## config.mk

```make
export PLATFORM = sky130hd
export DESIGN_NAME = mem_port_arbiter
export DESIGN_NICKNAME = d
export VERILOG_FILES = /design/src/rtl/mem_port_arbiter.sv
export SDC_FILE = /design/constraint.sdc
export NUM_CORES = 1
export LEC_CHECK = 0
export ABC_AREA = 1
export BUFFER_PORTS_ARGS = -buffer_cell sky130_fd_sc_hd__clkbuf_2
export CAP_MARGIN = 20
export CORE_MARGIN = 2
export CORE_UTILIZATION = 60
export CTS_BUF_LIST = sky130_fd_sc_hd__clkbuf_8
export CTS_CLUSTER_SIZE = 16
export DETAILED_ROUTE_END_ITERATION = 7
export GPL_TIMING_DRIVEN = 0
export PLACE_DENSITY = 0.91
export SETUP_SLACK_MARGIN = 0.5
export SKIP_CTS_REPAIR_TIMING = 1
export SYNTH_ARGS = -nofsm -noshare
export SYNTH_HDL_FRONTEND = slang
export SYNTH_SLANG_ARGS = --single-unit
```

## constraint.sdc

```tcl
create_clock -name clk_in -period 4.9 [get_ports clk_in]
set_input_delay 0.49 -clock clk_in [delete_from_list [all_inputs] [get_ports clk_in]]
set_output_delay 0.49 -clock clk_in [all_outputs]
set_load 0.1 [all_outputs]
```

## src/rtl/mem_port_arbiter.sv

```systemverilog
// mem_port_arbiter: shares one byte-wide RAM port between the instruction
// fetcher (word reads) and the LSU (byte/half/word loads and stores).
// One requester is granted at a time from IDLE. Bytes are moved serially and
// assembled or split little-endian.
// Optional feature macro: STARVE_GUARD_EN. When it is defined, the fetcher is
// guaranteed a grant after STARVE_LIMIT back-to-back LSU grants. When it is
// undefined, the LSU has strict priority.
module mem_port_arbiter #(
  parameter int ADDR_W       = 32,
  parameter int STARVE_LIMIT = 4
) (
  input  logic              clk_in,
  input  logic              rst_in,
  input  logic              rdy_in,
  input  logic [7:0]        mem_din,
  output logic [7:0]        mem_dout,
  output logic [ADDR_W-1:0] mem_a,
  output logic              mem_wr,
  input  logic              if_req,
  input  logic [ADDR_W-1:0] if_addr,
  input  logic              if_flush,
  output logic              if_done,
  output logic [31:0]       if_inst,
  input  logic              lsu_req,
  input  logic              lsu_wr,
  input  logic [1:0]        lsu_size,
  input  logic [ADDR_W-1:0] lsu_addr,
  input  logic [31:0]       lsu_wdata,
  output logic              lsu_done,
  output logic [31:0]       lsu_rdata
);

  typedef enum logic [1:0] {IDLE, IF_RD, LS_RD, LS_WR} state_t;

  state_t      state;
  logic [1:0]  byte_cnt;
  logic [1:0]  last_idx;
  logic [31:0] rd_buf;
  logic [31:0] wr_buf;
  logic [31:0] assembled;
  logic        can_grant;
  logic        grant_if;
  logic        grant_ls;
  logic        starve_hit;

  // Index of the last byte for an LSU access size. Sizes 10 and 11 are both words.
  function automatic logic [1:0] last_of(input logic [1:0] size);
    case (size)
      2'b00:   return 2'd0;
      2'b01:   return 2'd1;
      default: return 2'd3;
    endcase
  endfunction

  // Replace byte lane idx of word with b. Lane 0 holds the lowest address.
  function automatic logic [31:0] put_byte(input logic [31:0] word, input logic [1:0] idx,
                                           input logic [7:0] b);
    logic [31:0] r;
    r = word;
    r[8*idx +: 8] = b;
    return r;
  endfunction

  function automatic logic [7:0] get_byte(input logic [31:0] word, input logic [1:0] idx);
    return word[8*idx +: 8];
  endfunction

  assign assembled = put_byte(rd_buf, byte_cnt, mem_din);

  // Grant decision: only from IDLE, and never while a done pulse is still out.
  always_comb begin
    can_grant = (state == IDLE) && !if_done && !lsu_done;
    grant_if  = can_grant && if_req && !if_flush && (!lsu_req || starve_hit);
    grant_ls  = can_grant && lsu_req && !grant_if;
  end

`ifdef STARVE_GUARD_EN
  localparam int SW = $clog2(STARVE_LIMIT + 1);
  logic [SW-1:0] starve_cnt;

  assign starve_hit = (starve_cnt == SW'(STARVE_LIMIT));

  // Count LSU grants that overtake a waiting fetch. Saturates at the limit.
  always_ff @(posedge clk_in or negedge rst_in) begin
    if (!rst_in) begin
      starve_cnt <= '0;
    end else if (rdy_in) begin
      if (grant_if)
        starve_cnt <= '0;
      else if (grant_ls && if_req && !starve_hit)
        starve_cnt <= starve_cnt + SW'(1);
    end
  end
`else
  // The limit only matters with the guard. It is kept referenced so that both
  // builds share one parameter list.
  logic unused_starve_limit;
  assign unused_starve_limit = (STARVE_LIMIT > 0);
  assign starve_hit = 1'b0;
`endif

  // Transfer FSM: grant, byte-serial sequencing, and registered port/result outputs.
  always_ff @(posedge clk_in or negedge rst_in) begin
    if (!rst_in) begin
      state     <= IDLE;
      byte_cnt  <= '0;
      last_idx  <= '0;
      rd_buf    <= '0;
      wr_buf    <= '0;
      mem_a     <= '0;
      mem_wr    <= 1'b0;
      mem_dout  <= '0;
      if_done   <= 1'b0;
      if_inst   <= '0;
      lsu_done  <= 1'b0;
      lsu_rdata <= '0;
    end else if (rdy_in) begin
      if_done  <= 1'b0;
      lsu_done <= 1'b0;
      case (state)
        IDLE: begin
          mem_a    <= '0;
          mem_wr   <= 1'b0;
          mem_dout <= '0;
          if (grant_ls) begin
            state    <= lsu_wr ? LS_WR : LS_RD;
            mem_a    <= lsu_addr;
            mem_wr   <= lsu_wr;
            mem_dout <= lsu_wr ? lsu_wdata[7:0] : 8'h00;
            byte_cnt <= '0;
            last_idx <= last_of(lsu_size);
            rd_buf   <= '0;
            wr_buf   <= lsu_wdata;
          end else if (grant_if) begin
            state    <= IF_RD;
            mem_a    <= if_addr;
            byte_cnt <= '0;
            last_idx <= 2'd3;
            rd_buf   <= '0;
          end
        end
        IF_RD: begin
          if (if_flush) begin
            state <= IDLE;
            mem_a <= '0;
          end else if (byte_cnt == last_idx) begin
            state   <= IDLE;
            mem_a   <= '0;
            if_inst <= assembled;
            if_done <= 1'b1;
          end else begin
            rd_buf   <= assembled;
            mem_a    <= mem_a + ADDR_W'(1);
            byte_cnt <= byte_cnt + 2'd1;
          end
        end
        LS_RD: begin
          if (byte_cnt == last_idx) begin
            state     <= IDLE;
            mem_a     <= '0;
            lsu_rdata <= assembled;
            lsu_done  <= 1'b1;
          end else begin
            rd_buf   <= assembled;
            mem_a    <= mem_a + ADDR_W'(1);
            byte_cnt <= byte_cnt + 2'd1;
          end
        end
        LS_WR: begin
          if (byte_cnt == last_idx) begin
            state    <= IDLE;
            mem_a    <= '0;
            mem_wr   <= 1'b0;
            mem_dout <= '0;
            lsu_done <= 1'b1;
          end else begin
            mem_a    <= mem_a + ADDR_W'(1);
            mem_dout <= get_byte(wr_buf, byte_cnt + 2'd1);
            byte_cnt <= byte_cnt + 2'd1;
          end
        end
        default: state <= IDLE;
      endcase
    end
  end

endmodule

```

# --- Word-level counts from Yosys, hierarchy flattened ---
# Index checks and enable logic that the tools add are counted.
op_classes:
  n_addsub: 3
  mul: 0
  div: 0
  magnitude_cmp: 0
  eq_ne: 8
  shift: 3
  n_mux: 36
  bitwise: 1
  n_reduce_logical: 27
op_table:
  columns: ["cell", "count"]
  rows:
  - ["two-way mux 32 bit", 8]
  - ["one-hot mux 32 bit (3 select lines)", 2]
  - ["negator 5 -> 34 bit", 1]
  - ["variable shift 8 x 34 -> 32 bit (first input constant)", 1]
  - ["variable part select 8 x 34 -> 32 bit", 1]
  - ["adder 32 x 1 -> 32 bit (second input constant)", 1]
  - ["bitwise mux 32 bit", 1]
  - ["variable part select 32 x 6 -> 8 bit", 1]
  - ["two-way mux 8 bit", 3]
  - ["two-way mux 2 bit", 10]
  - ["one-hot mux 8 bit (2 select lines)", 1]
  - ["AND reduction 3 bit", 5]
  - ["one-hot mux 2 bit (3 select lines)", 2]
  - ["AND reduction 4 bit", 2]
  - ["logical AND 1 bit", 7]
  - ["two-way mux 1 bit", 7]
  - ["zero test 1 bit", 5]
  - ["equality test 2 x 1 -> 1 bit (second input constant)", 2]
  - ["equality test 2 bit (second input constant)", 2]
  - ["zero test 2 bit", 2]
  - ["inequality test 2 bit (second input constant)", 2]
  - ["one-hot mux 2 bit (2 select lines)", 1]
  - ["AND reduction 2 bit", 2]
  - ["nonzero test 2 bit", 2]
  - ["other kinds (7)", 7]
totals:
  register_bits: 177
  latch_bits: 0
  mem_bits_rw: 0
  rom_bits: 0
  inputBits: 113
  out_inout_bits: 107
  elab_cells: 90
  n_memories: 0

# --- Longest topological paths before layout ---
depth:
  word_depth: 10
  mapped_depth: 13
  mapped_depth_nobuf: 12

# --- Least setup slack after synthesis ---
# Ideal clock, no wire load.
synth_path:
  path_type: "reg-to-reg"
  start: "register mem_a[1]"
  end: "register mem_a[20]"
  setup_time_ns: 0.120
  arrival_time_ns: 2.221
  t_required_ns: 4.780
  slack_ns: 2.559
  stages_incl_launch_ff: 11
  n_path_buf: 0
  synth_period_minus_slack_ns: 2.341
  path_cell_list: "dfrtp_1 ha_1 nand2_1 nor2_2 nand2_1 nor2_2 inv_1 nor2_1 o21ai_0 nand2_1 nand2_1"
synth_between:
  elab_chain_len: 4
synth_lines:
  columns: ["element", "line_no", "rtl"]
  rows:
  - ["start, declared", "17", "output logic [ADDR_W-1:0] mem_a,"]
  - ["start signal, assigned", "127", "mem_a <= lsu_addr;"]
  - ["start signal, assigned", "136", "mem_a <= if_addr;"]
  - ["start signal, assigned", "153", "mem_a <= mem_a + ADDR_W'(1);"]
  - ["adder 32 x 1 -> 32 bit (*)", "153, 165, 177", null]
  - ["two-way mux 32 bit (*)", "146, 158, 170", null]
  - ["two-way mux 32 bit", "143", "if (if_flush) begin"]
  - ["one-hot mux 32 bit (3 select lines) (*)", "120", "case (state)"]
# Mark *: on every way between the ends. The rest lies on a longest branch, timed or not.
# A chain may end at the register's enable or synchronous reset.

# --- Final worst setup path ---
layout_path:
  start: "register byte_cnt[0]"
  end: "register rd_buf[7]"
layout_between:
  elab_chain_len: 6
  elab_cells_between_ends: 8
  cone_classes: "add/sub: 1; eq/ne: 1; shift: 2; mux: 4"
layout_lines:
  columns: ["element", "line_no", "rtl"]
  rows:
  - ["start, declared", "36", "logic [1:0] byte_cnt;"]
  - ["start signal, assigned", "154", "byte_cnt <= byte_cnt + 2'd1;"]
  - ["start signal, assigned", "166", "byte_cnt <= byte_cnt + 2'd1;"]
  - ["start signal, assigned", "179", "byte_cnt <= byte_cnt + 2'd1;"]
  - ["negator 5 -> 34 bit", "60", "r[8*idx +: 8] = b;"]
  - ["variable part select 8 x 34 -> 32 bit or variable shift 8 x 34 -> 32 bit (tied branches)", "60", null]
  - ["bitwise mux 32 bit", "60", null]
  - ["two-way mux 32 bit (*)", "146, 158", null]
  - ["two-way mux 32 bit", "143", null]
  - ["one-hot mux 32 bit (3 select lines) (*)", "120", null]
  - ["end signal, assigned", "152", "rd_buf <= assembled;"]
  - ["end signal, assigned", "164", "rd_buf <= assembled;"]
  - ["end, declared", "38", "logic [31:0] rd_buf;"]
# Mark *: on every way between the ends. The rest lies on a longest branch, timed or not. The select of a mux whose other input is x is not followed.

==> results.ini <==
[logic_synthesis]
synthAdderAreaFrac=0.01466
synthCells=1293
synth_top_family_by_area=simple AND/OR/NAND/NOR gates
synth.cell_area_sq_um=9388
yosysUniqueCellTypes=35
yosysWarnings=0
synth_top_area_frac=0.4718
seq_area_frac_synth=0.4718
yosysTopAreaCell=dfrtp_1
synth-compound-area-share=0.1174
synth-simple-area-share=0.3049
synth_seq_cells=177
synth_nets=1417
synth.area.top_cells=dfrtp_1 47%, nand2_1 18%, o21ai_0 5.7%
synth_xor_area_frac=0.006664
synthMuxAreaShare=0
syn_area_per_cell_sq_um=7.260

[place]
hpwl_um=20530
io_buffers=217
gp_congestion=0.9614

[route]
wl_um=27550
vias=9616
drt_iter0_drc=1027
viasPerCell=5.482
wire_per_inst_um=15.71
first_pass_iters=6
post-route-drc-count=0
ant_nets=0

[sta]
fmax_mhz=387.9
hold_viol=0
fin_crit_ns=2.578
grt_setup_unrepaired=false
drv_slew=0
fin_tns_setup_ns=0
fin_skew_ns=0.01054
maxSlewHeadroom=0.5052
setup_viol=0
worst_pin_slew_ns=0.7423
fin_crit_sh=0.5261

[die]
ioPinCount=220
die_w_um=129.1
core_area_sq_um=15260
die_y_um=129.1
start_util=0.6153
dieArea_sq_um=16660
placementRows=45

[worst_setup_path]
critPathLaunchType=flop
critPathArrivalTime_ns=2.97
crit_path_end_kind=flop
cp_max_fo=9
critical_path_class=reg -> reg
critPathRequiredTime_ns=5.29

[global_route]
antenna_found_initial=0
grt_usage=0.3370
grt_pass1_wl_um=43880
grt-ovfl-total=0
grt_pass1_vias=8783
grt_max_degree=96

[clocking]
numClockSinks=177
ctsHtreeMaxLevel=4
cts_tree=built
cts.clk_slew.worst_paths_ns=0.09
cts_root_buf=clkbuf_8
clk_latency_ns=0.47
cts.path.max_buffers=2
cts-buffers-inserted=17

[cells_and_area]
area_growth_pct=19.74
layout_commonest_cell=nand2_1
layout-drive-gt1-share=0.1854
layout_common_cells=458 x nand2_1, 216 x clkbuf_2, 177 x dfrtp_1, 129 x nor2_1, 125 x inv_1
nets=1654
antenna_cells=0

[min_path]
hold_path.class=in -> async

[outcome]
outcome=complete, no violations

[job]
cap_viol_max_count=0

sequential cells by signal, indices dropped and copies added (netlist names):
register	count
state	2
mem_a	32
lsu_rdata	32
wr_buf	32
byte_cnt	2
lsu_done	1
rd_buf	32
mem_dout	8
if_done	1
mem_wr	1
last_idx	2
if_inst	32
worst paths after layout:
kind	depth (start not counted)	from	slack (ns)	endpoint
worst max register to register	8	byte_cnt[0]$_DFFE_PN0P_	2.32	rd_buf[7]$_DFFE_PN0P_
worst min-delay path	1	rst_in	0.1	if_inst[6]$_DFFE_PN0P_
max in group asynchronous	2	rst_in	3.94	wr_buf[27]$_DFFE_PN0P_
worst max-delay path	8	byte_cnt[0]$_DFFE_PN0P_	2.32	rd_buf[7]$_DFFE_PN0P_
worst min register to register	2	wr_buf[15]$_DFFE_PN0P_	0.48	wr_buf[15]$_DFFE_PN0P_
min in group clk_in	3	lsu_wdata[26]	0.21	wr_buf[26]$_DFFE_PN0P_
worst max-delay path, cell delays in order (launching register included):
cell,delay [ns]
dfrtp_1,0.43
buf_6,0.16
inv_1,0.19
ha_1,0.18
clkbuf_1,0.38
nand4_1,0.46
o22ai_1,0.46
nand3_1,0.13
o21ai_0,0.11
cell type report:
cell class	instances	area [sq um]
Sequential cell	177	4429
Multi-Input combinational cell	928	4165
Fill cell	1180	4018
Timing Repair Buffer	218	1122
Inverter	125	471.7
Buffer	63	321.6
Tap cell	211	264.0
Clock buffer	19	261.5
Clock inverter	13	205.2
cell families after synthesis:
logic type / after synthesis
fa+ha+maj: 11
flops: 177
simple gates: 707
xor+xnor: 5
buf+inv: 188
compound gates: 205
metal layers:
metal / vias up / wire length (um) / track usage
li1: 4606 / - / -
met1: 4478 / 11510 / 0.4686
met2: 481 / 13110 / 0.5465
met3: 51 / 2388 / 0.05987
met4: 0 / 548 / 0.1049
met5: - / 0 / 0
cell usage after synthesis, drive strengths merged:
| cell | instances |
|---|---|
| ha | 11 |
| xnor2 | 3 |
| a21oi | 51 |
| o22ai | 32 |
| clkbuf | 34 |
| o21ai | 108 |
| nand4 | 15 |
| inv | 125 |
| or2 | 1 |
| and3 | 1 |
| o211ai | 9 |
| a22oi | 1 |
| buf | 29 |
| a31oi | 1 |
| and2 | 1 |
| nand2 | 460 |
| nand3 | 87 |
| nor3 | 3 |
| o21bai | 1 |
| nor2 | 135 |
| xor2 | 2 |
| dfrtp | 177 |
| o32ai | 2 |
| nand3b | 4 |
metrics by stage:
step / cell area (sq um) / setup slack, ns / utilization / hold slack, ns / instances
floorplan: 9388 / 2.559 / - / 0.1944 / 1293
detailed placement: 10770 / 2.466 / 0.7061 / 0.4586 / 1722
CTS: 11240 / 2.366 / 0.7367 / 0.1223 / 1754
global placement: 10740 / 0.1796 / 0.7037 / 0.4476 / 1721
finish: 11240 / 2.322 / 0.7367 / 0.09987 / 1754
global route: 11240 / 2.108 / 0.7367 / 0.1585 / 1754
Power is left out: the tool's default activity adds up to more than one toggle a clock period on the data nets, which glitch-free logic cannot reach.
